`src/rtl/muldiv_ctrl_pkg.sv`:
```
// Shared types for the execute-stage HI/LO unit: operation codes, controller
// states, datapath widths and the conditional two's-complement helper.
package muldiv_ctrl_pkg;

  localparam int DIV_W = 32;

  typedef logic [31:0] i32;
  typedef logic [63:0] i64;

  typedef enum logic [2:0] {
    OP_NOP   = 3'd0,
    OP_MULT  = 3'd1,
    OP_MULTU = 3'd2,
    OP_DIV   = 3'd3,
    OP_DIVU  = 3'd4,
    OP_MTHI  = 3'd5,
    OP_MTLO  = 3'd6
  } muldiv_op_t;

  typedef enum logic [2:0] {
    ST_IDLE  = 3'd0,
    ST_LOAD  = 3'd1,
    ST_RUN   = 3'd2,
    ST_FIX   = 3'd3,
    ST_MUL   = 3'd4,
    ST_ZERO  = 3'd5,
    ST_DRAIN = 3'd6
  } state_t;

  // Two's-complement negate when n is set; |0x80000000| stays 0x80000000.
  function automatic i32 neg_if(input logic n, input i32 v);
    return n ? (~v + 32'd1) : v;
  endfunction

endpackage

```
`src/rtl/muldiv_ctrl_divider.sv`:
```
// Iterative restoring unsigned divider, one quotient bit per cycle.
// done is high whenever no division is in progress; c = {rem, quo}.
module muldiv_ctrl_divider
  import muldiv_ctrl_pkg::*;
(
  input  logic clk,
  input  logic resetn,
  input  logic valid,
  input  i32   a,
  input  i32   b,
  output logic done,
  output i64   c
);

  i32           rem_r;
  i32           quo_r;
  logic [5:0]   cnt_r;
  logic [DIV_W:0] sh_s;
  logic [DIV_W:0] diff_s;

  // b is read every iteration, so the caller must hold it stable.
  assign sh_s   = {rem_r, quo_r[DIV_W-1]};
  assign diff_s = sh_s - {1'b0, b};

  // Iteration register: load on valid, then shift/subtract until count hits 0.
  always_ff @(posedge clk) begin
    if (!resetn) begin
      rem_r <= 32'd0;
      quo_r <= 32'd0;
      cnt_r <= 6'd0;
    end else if (valid) begin
      rem_r <= 32'd0;
      quo_r <= a;
      cnt_r <= 6'(DIV_W);
    end else if (cnt_r != 6'd0) begin
      if (!diff_s[DIV_W]) begin
        rem_r <= diff_s[DIV_W-1:0];
        quo_r <= {quo_r[DIV_W-2:0], 1'b1};
      end else begin
        rem_r <= sh_s[DIV_W-1:0];
        quo_r <= {quo_r[DIV_W-2:0], 1'b0};
      end
      cnt_r <= cnt_r - 6'd1;
    end
  end

  assign done = (cnt_r == 6'd0);
  assign c    = {rem_r, quo_r};

endmodule

```
`src/rtl/muldiv_ctrl.sv`:
```
// HI/LO unit controller: owns HI/LO, runs the registered multiplier inline and
// sequences the iterative divider with sign fix-up, b==0 bypass and flush drain.
module muldiv_ctrl
  import muldiv_ctrl_pkg::*;
#(
  parameter int MUL_LAT = 1
) (
  input  logic       clk,
  input  logic       reset,
  input  logic       start,
  input  muldiv_op_t op,
  input  logic [31:0] a,
  input  logic [31:0] b,
  input  logic       flush,
  output logic       ready,
  output logic       busy,
  output logic [31:0] hi,
  output logic [31:0] lo
);

  state_t     state_r, state_s;
  i32         ua_r, ub_r, ua_s, ub_s;
  logic       qneg_r, rneg_r, qneg_s, rneg_s;
  i64         prod_r, prod_s;
  logic [2:0] mcnt_r, mcnt_s;
  logic       hi_we_s, lo_we_s, lat_we_s, prod_we_s;
  i32         hi_nx_s, lo_nx_s;
  logic       div_valid_s, div_done_s;
  i64         div_c_s;
  logic       mul_sgn_s;
  i64         mul_a_s, mul_b_s;

  muldiv_ctrl_divider u_divider (
    .clk    (clk),
    .resetn (~reset),
    .valid  (div_valid_s),
    .a      (ua_r),
    .b      (ub_r),
    .done   (div_done_s),
    .c      (div_c_s)
  );

  assign mul_sgn_s = (op == OP_MULT);
  assign mul_a_s   = {{32{mul_sgn_s & a[31]}}, a};
  assign mul_b_s   = {{32{mul_sgn_s & b[31]}}, b};
  assign prod_s    = mul_a_s * mul_b_s;

  assign div_valid_s = (state_r == ST_LOAD);
  assign ready       = (state_r == ST_IDLE);
  assign busy        = (start & ~ready) | (state_r != ST_IDLE);

  // State register.
  always_ff @(posedge clk) begin
    if (reset) begin
      state_r <= ST_IDLE;
    end else begin
      state_r <= state_s;
    end
  end

  // Next-state, write enables and operand preparation.
  always_comb begin
    state_s   = state_r;
    hi_we_s   = 1'b0;
    lo_we_s   = 1'b0;
    hi_nx_s   = 32'd0;
    lo_nx_s   = 32'd0;
    lat_we_s  = 1'b0;
    prod_we_s = 1'b0;
    mcnt_s    = mcnt_r;
    ua_s      = 32'd0;
    ub_s      = 32'd0;
    qneg_s    = 1'b0;
    rneg_s    = 1'b0;
    case (state_r)
      ST_IDLE: begin
        if (start && !flush) begin
          case (op)
            OP_MTHI: begin
              hi_we_s = 1'b1;
              hi_nx_s = a;
            end
            OP_MTLO: begin
              lo_we_s = 1'b1;
              lo_nx_s = a;
            end
            OP_MULT, OP_MULTU: begin
              prod_we_s = 1'b1;
              mcnt_s    = 3'd0;
              state_s   = ST_MUL;
            end
            OP_DIV, OP_DIVU: begin
              lat_we_s = 1'b1;
              if (b == 32'd0) begin
                ua_s    = a;
                state_s = ST_ZERO;
              end else begin
                qneg_s  = (op == OP_DIV) & (a[31] ^ b[31]);
                rneg_s  = (op == OP_DIV) & a[31];
                ua_s    = neg_if((op == OP_DIV) & a[31], a);
                ub_s    = neg_if((op == OP_DIV) & b[31], b);
                state_s = ST_LOAD;
              end
            end
            default: begin
              state_s = ST_IDLE;
            end
          endcase
        end else begin
          state_s = ST_IDLE;
        end
      end
      ST_LOAD: begin
        state_s = flush ? ST_DRAIN : ST_RUN;
      end
      ST_RUN: begin
        if (flush) begin
          state_s = ST_DRAIN;
        end else if (div_done_s) begin
          state_s = ST_FIX;
        end else begin
          state_s = ST_RUN;
        end
      end
      ST_FIX: begin
        state_s = ST_IDLE;
        if (!flush) begin
          hi_we_s = 1'b1;
          lo_we_s = 1'b1;
          hi_nx_s = neg_if(rneg_r, div_c_s[63:32]);
          lo_nx_s = neg_if(qneg_r, div_c_s[31:0]);
        end else begin
          hi_we_s = 1'b0;
        end
      end
      ST_MUL: begin
        if (flush) begin
          state_s = ST_IDLE;
        end else if (mcnt_r == 3'(MUL_LAT - 1)) begin
          hi_we_s = 1'b1;
          lo_we_s = 1'b1;
          hi_nx_s = prod_r[63:32];
          lo_nx_s = prod_r[31:0];
          state_s = ST_IDLE;
        end else begin
          mcnt_s = mcnt_r + 3'd1;
        end
      end
      ST_ZERO: begin
        state_s = ST_IDLE;
        if (!flush) begin
          hi_we_s = 1'b1;
          lo_we_s = 1'b1;
          hi_nx_s = ua_r;
          lo_nx_s = 32'hFFFF_FFFF;
        end else begin
          hi_we_s = 1'b0;
        end
      end
      ST_DRAIN: begin
        state_s = div_done_s ? ST_IDLE : ST_DRAIN;
      end
      default: begin
        state_s = ST_IDLE;
      end
    endcase
  end

  // HI/LO and operand registers.
  always_ff @(posedge clk) begin
    if (reset) begin
      hi     <= 32'd0;
      lo     <= 32'd0;
      ua_r   <= 32'd0;
      ub_r   <= 32'd0;
      qneg_r <= 1'b0;
      rneg_r <= 1'b0;
      prod_r <= 64'd0;
      mcnt_r <= 3'd0;
    end else begin
      if (hi_we_s) hi <= hi_nx_s;
      if (lo_we_s) lo <= lo_nx_s;
      if (lat_we_s) begin
        ua_r   <= ua_s;
        ub_r   <= ub_s;
        qneg_r <= qneg_s;
        rneg_r <= rneg_s;
      end
      if (prod_we_s) prod_r <= prod_s;
      mcnt_r <= mcnt_s;
    end
  end

endmodule

```
`config.mk`:
```
export PLATFORM = sky130hd
export DESIGN_NAME = muldiv_ctrl
export DESIGN_NICKNAME = d
export VERILOG_FILES = /design/src/rtl/muldiv_ctrl_pkg.sv /design/src/rtl/muldiv_ctrl_divider.sv /design/src/rtl/muldiv_ctrl.sv
export SDC_FILE = /design/constraint.sdc
export NUM_CORES = 2
export LEC_CHECK = 0
export CORE_MARGIN = 3
export CORE_UTILIZATION = 30
export CTS_CLUSTER_SIZE = 30
export DETAILED_ROUTE_END_ITERATION = 8
export DONT_BUFFER_PORTS = 1
export GPL_TIMING_DRIVEN = 0
export SKIP_LAST_GASP = 1
export SLEW_MARGIN = 20
export SYNTH_ARGS = -nofsm -noshare
export SYNTH_HDL_FRONTEND = slang
export SYNTH_SLANG_ARGS = --single-unit
export TNS_END_PERCENT = 5
```
`constraint.sdc`:
```
create_clock -name clk -period 7.9 [get_ports clk]
set_input_delay 0.395 -clock clk [delete_from_list [all_inputs] [get_ports clk]]
set_output_delay 0.395 -clock clk [all_outputs]
set_load 0.05 [all_outputs]
```
Yosys cells after proc, flatten, opt, wreduce, memory -nomap -nowiden
Index checks and enable logic that the tools add are counted.
{"block": "word_totals", "register_bits": 270, "out_inout_bits": 66, "elab_cells": 139}
{"block": "classes", "mul": 1, "n_eq_ne": 18, "addsub": 7, "bitwise": 13, "reduce_logical": 17, "mux": 70}
{"cell": "two-way mux 32 bit", "n": 27}
{"cell": "case mux 32 bit (4 select lines)", "n": 2}
{"cell": "adder 32 x 1 -> 32 bit, second input constant", "n": 4}
{"cell": "inverter 32 bit", "n": 4}
{"cell": "multiplier 33 x 33 -> 64 bit", "n": 1}
{"cell": "two-way mux 3 bit", "n": 11}
{"cell": "subtractor 33 x 32 -> 33 bit", "n": 1}
{"cell": "logical NOT 32 bit", "n": 1}
{"cell": "two-way mux 1 bit", "n": 23}
{"cell": "equality test 3 bit, second input constant", "n": 6}
{"cell": "case mux 3 bit (5 select lines)", "n": 1}
{"cell": "equality test 3 x 2 -> 1 bit, second input constant", "n": 4}
{"cell": "two-way mux 6 bit", "n": 2}
{"cell": "OR reduction 2 bit", "n": 5}
{"cell": "case mux 3 bit (3 select lines)", "n": 1}
{"cell": "AND 1 bit", "n": 6}
{"cell": "equality test 3 x 1 -> 1 bit, second input constant", "n": 2}
{"cell": "logical NOT 3 bit", "n": 2}
{"cell": "logical NOT 6 bit", "n": 1}
{"cell": "inequality test 3 bit, second input constant", "n": 2}
{"cell": "case mux 1 bit (3 select lines)", "n": 2}
{"cell": "case mux 3 bit (2 select lines)", "n": 1}
{"cell": "nonzero test 6 bit", "n": 1}
{"cell": "subtractor 6 x 1 -> 6 bit, second input constant", "n": 1}
{"cell": "other kinds (12)", "n": 15}

Logic depth before layout (Yosys ltp)
{"block": "logic_depth", "depth_word": 7, "mapped_depth": 34}

Modules after synthesis
Synthesis repeated with hierarchy kept, for this count alone.
{"block": "unflattened", "hier_cells": 6214, "hier_area_um2": 53587.6}
{"module": "muldiv_ctrl", "area_each_um2": 48454.0, "cells_per_inst": 5560, "n_inst": 1}
{"module": "muldiv_ctrl_divider", "area_each_um2": 5133.7, "cells_per_inst": 654, "n_inst": 1}

Worst setup path after synthesis
No wires, ideal clock.
{"block": "synth_path", "path_type": "input -> register", "startpoint": "in op[1]", "endpoint": "reg prod_r[63]", "t_arrival_ps": 8596, "stages": 29, "path_buffers": 2, "path_slack_ps": -827, "setup_time_ps": 131, "cell_sequence": "nand2b_1 nor2_1 and2_1 clkbuf_1 clkbuf_1 nand2_1 inv_1 fa_1 inv_1 fa_1 inv_1 fa_1 fa_1 inv_1 fa_1 fa_1 fa_1 inv_1 fa_1 ha_1 a21o_1 or3_1 o31a_1 nand3_1 o311ai_1 o221a_2 a221oi_1 mux2i_1 o22ai_1"}
{"block": "synth_between", "elab_chain_cells": 5}
{"element": "start, declared", "line_no": "muldiv_ctrl.sv:11", "source": "input muldiv_op_t op,"}
{"element": "parallel branches: the longest is 5 deep, another holds multiplier 33 x 33 -> 64 bit"}
{"element": "end signal, assigned", "line_no": "muldiv_ctrl.sv:189", "source": "if (prod_we_s) prod_r <= prod_s;"}
{"element": "end, declared", "line_no": "muldiv_ctrl.sv:24", "source": "i64 prod_r, prod_s;"}
Several ways; the timed one is not identified.
A chain may end at the register's enable or synchronous reset.

Final worst setup path
Ends and elaborated chain as after synthesis.

==> implementation parameters <==
Parameter                              Value

STA
  Max transition margin    23.2%
  Fin Hold WS    48.4 ps
  Worst setup margin    -27.3 ps
  Worst Max-Slew Pin Slew    1150 ps
  Final setup viols    3
  Final clock skew    11.8 ps
  Clock period minus worst slack    7930 ps
  Final hold vios    0
  RSZ-0062 raised after global routing    yes
  Maximum clock frequency    126 MHz
  Final Max Slew Viols    0
  Ratio of final minimum period to clock period    100%

Routing
  Via count normalized by instance count    5.24
  Total via count after detailed routing    44.8k
  Average routed wire per standard cell    26.4 um
  Antenna Nets Post-Route    0
  Number of DRC markers after the initial detailed-route iteration    4795
  Wire length after detailed routing    225000 um
  DRC errors left    0
  Number of detailed-routing iterations run before antenna repair    8

Place
  Routability-driven placement congestion ratio    0.999
  Post-Place Worst Slack    -2410 ps
  Number of buffer cells added on primary ports    0
  HPWL Detailed    183000 um

Final layout
  Layout Area Growth over Synthesis    11.8%
  Proportion of layout cells with a drive suffix above 1    8.73%
  Layout filler cell count    18.2k
  Layout Nets    7626

Critical path
  Timing endpoint of the critical path    prod_r[63]
  Category of the worst setup path capture point    flip-flop
  Depth of the critical timing path with buffers and inverters included    29
  Type of the worst setup path    input port to flip-flop
  Endpoint of the worst register-to-register path    lo[29]
  Launching element of the worst setup path    op[1]
  Most frequent cell on the critical path    sky130_fd_sc_hd__fa_2
  Count of buffer and inverter cells on the critical path    6
  Critical Path Fanout Max    5
  Reg2Reg Depth    9
  Crit-path leading delay family    adder cells
  Required time of the worst setup path    8340 ps
  Setup slack of the worst register-to-register path    3440 ps
  Startpoint of the lowest-slack register-to-register path    state_r[1]
  CP max stage cell    sky130_fd_sc_hd__fa_2
  Startpoint Class    input port
  Largest stage delay, worst path    650 ps
  Arrival time of the worst setup path    8360 ps

Clock network
  Htree depth    1
  Number of CTS-inserted buffers    29
  Insertion delay to the later sink of the worst-skew pair    580 ps
  Buffer type at the clock tree root    sky130_fd_sc_hd__clkbuf_16
  Maximum buffer depth of the clock tree    3
  Number of clock sinks seen by CTS    270
  Clock transition at path regs    70 ps
  TritonCTS clock tree    yes

Die
  Core Box Area    0.175 mm^2
  Height of the die    426 um
  Number of top-level pins    137
  Total die area    0.182 mm^2
  Horizontal die dimension    426 um
  Site Rows    153
  Starting utilization of the core area    30.3%

GRT
  Met3 track utilization from global routing    5.15%
  Grt ovf    0
  All-Layer GR Usage    24.5%
  Layer carrying the most global-route usage    met2
  Number of antenna violations at the first check in global routing    25
  Vias in the first global route    46.0k
  Met1 usage    31.5%
  Global-route wire length before repair    323000 um
  Maximum number of pins on one net before global-route repair    25
  Global routing met2 resource utilization    38.5%

Synth
  Async set-reset flop share out of synthesis    0%
  Cell type with the highest aggregate area in the netlist    sky130_fd_sc_hd__fa_1
  Post-synthesis cell area    0.0530 mm^2
  Share of the synthesized area in the top cell type    42.5%
  Count of warnings emitted by yosys    0
  Predominant post-synthesis flop cell    sky130_fd_sc_hd__dfxtp_1
  Synthesized area divided by synthesized cell count    8.70 um^2
  Part of the Yosys area used for sequential elements    10.2%
  Syn Nets    7539
  Library cells used by synthesis    81
  Synthesized netlist cell count    6090
  Cell types occupying the most area after synthesis    sky130_fd_sc_hd__fa_1 43%, sky130_fd_sc_hd__dfxtp_1 10%, sky130_fd_sc_hd__inv_1 8.4%
  EDFF count, synth    0
  Count of state elements after synthesis    270

Status
  Status    complete, but fails checks
  Failing checks    setup timing

Hold path
  Path category of the worst min-delay check    input port to flip-flop

Job
  Max-cap violations    0
==> sequential cells by signal, indices dropped and copies added, names as in the netlist, 6 cells and up <==
| name | cells |
|---|---|
| u_divider.cnt_r | 6 |
| hi | 32 |
| u_divider.rem_r | 32 |
| ub_r | 32 |
| u_divider.quo_r | 32 |
| prod_r | 64 |
| ua_r | 32 |
| lo | 32 |
==> synthesized netlist by cell type (5+ instances only) <==
cell type,count
sky130_fd_sc_hd__o211ai_1,7
sky130_fd_sc_hd__a311oi_1,8
sky130_fd_sc_hd__and2_1,326
sky130_fd_sc_hd__nand3_1,29
sky130_fd_sc_hd__nand3b_1,7
sky130_fd_sc_hd__clkbuf_1,328
sky130_fd_sc_hd__o21ai_0,109
sky130_fd_sc_hd__or2_2,9
sky130_fd_sc_hd__xnor2_1,140
sky130_fd_sc_hd__nand2b_1,22
sky130_fd_sc_hd__and3_1,27
sky130_fd_sc_hd__or3_1,29
sky130_fd_sc_hd__nor2b_1,17
sky130_fd_sc_hd__nor3_1,29
sky130_fd_sc_hd__a211o_1,6
sky130_fd_sc_hd__nand2_1,1038
sky130_fd_sc_hd__buf_2,5
sky130_fd_sc_hd__mux2i_1,59
sky130_fd_sc_hd__or4_1,19
sky130_fd_sc_hd__a211oi_1,111
sky130_fd_sc_hd__fa_1,1126
sky130_fd_sc_hd__or4_4,5
sky130_fd_sc_hd__clkbuf_8,5
sky130_fd_sc_hd__o21bai_1,13
sky130_fd_sc_hd__ha_1,252
sky130_fd_sc_hd__a222oi_1,30
sky130_fd_sc_hd__o31ai_1,32
sky130_fd_sc_hd__nand4_1,15
sky130_fd_sc_hd__o21a_1,20
sky130_fd_sc_hd__inv_1,1185
sky130_fd_sc_hd__xor2_1,73
sky130_fd_sc_hd__a221o_1,21
sky130_fd_sc_hd__buf_1,55
sky130_fd_sc_hd__o41ai_1,20
sky130_fd_sc_hd__a221oi_1,40
sky130_fd_sc_hd__nor2_1,265
sky130_fd_sc_hd__a31oi_1,54
sky130_fd_sc_hd__a21oi_1,170
sky130_fd_sc_hd__dfxtp_1,270
sky130_fd_sc_hd__a21o_1,42
sky130_fd_sc_hd__nor4_1,5
==> worst min path at each step <==
stage,start,to,slack (ps),cells after the start
floorplan,prod_r[58],prod_r[58],420,2
global placement,prod_r[10],prod_r[10],440,2
detailed placement,prod_r[43],prod_r[43],450,2
CTS,a[19],ua_r[19],20,2
global route,a[19],ua_r[19],40,2
finish,a[19],ua_r[19],50,2
==> metal layers <==
metal  part of all wire, %  vias up  wire (um)
met3                   9.3      496      20900
met4                   6.6       10      14800
met2                    45     2333     101000
met1                    39    23100      88600
met5                 0.031        -         69
li1                      -    18900          -
==> cell type report <==
cell class                      instances  area (um^2)  area share, %
Clock inverter                         12          141          0.239
Multi-Input combinational cell       4236        42200           71.2
Tap cell                             2325         2910           4.91
Timing Repair Buffer                   64          616           1.04
Sequential cell                       270         5410           9.12
Buffer                                391         2600           4.39
Clock buffer                           40          817           1.38
Inverter                             1185         4480           7.56
Antenna cell                           30         75.1          0.127
==> what timing repair did <==
item | CTS | global route
hold buffers | 0 | 0
gates resized for setup | 540 | 195
setup buffers | 29 | 30
setup endpoints to repair | 42 | 22
pin swaps | 36 | 81
==> kinds of logic (layout without fill, tap and decap cells) <==
kind of cell             after synthesis  in the layout  share of synthesized area, %
AO/OA/AOI/OAI                        724            724                          9.37
XOR/XNOR                             213            213                          3.52
adder cells (fa/ha/maj)             1378           1378                          48.5
buffers and inverters               1584           1692                          11.4
flip-flops                           270            270                          10.2
multiplexers                          60             60                          1.14
other                                  0             30                             0
AND/OR/NAND/NOR                     1861           1861                          15.9
==> placed cells by master, fill, tap and decap left out, drive strengths merged, types with 54 or more instances in the layout <==
cell    instances
a211oi        111
xor2           73
buf           176
and2          327
inv          1180
ha            252
nor2          266
nand2        1038
o21ai         111
a21oi         170
fa           1126
dfxtp         270
a31oi          54
mux2i          59
clkbuf        319
xnor2         140
==> through the flow <==
| stage | TNS (ps) | cell area (um^2) | instances | util, % |
|---|---|---|---|---|
| after floorplan | -86.3 | 53100 | 6090 | - |
| after global placement | -90400 | 56000 | 8415 | 32.1 |
| after detailed placement | -66280 | 56200 | 8420 | 32.1 |
| after CTS | -258 | 58500 | 8496 | 33.5 |
| after global routing | -1030 | 59200 | 8543 | 33.9 |
| final | -48.0 | 59200 | 8553 | 33.9 |
Power is not shown: default switching activity piles up to over one toggle a cycle in this logic, so the estimate is an artifact.
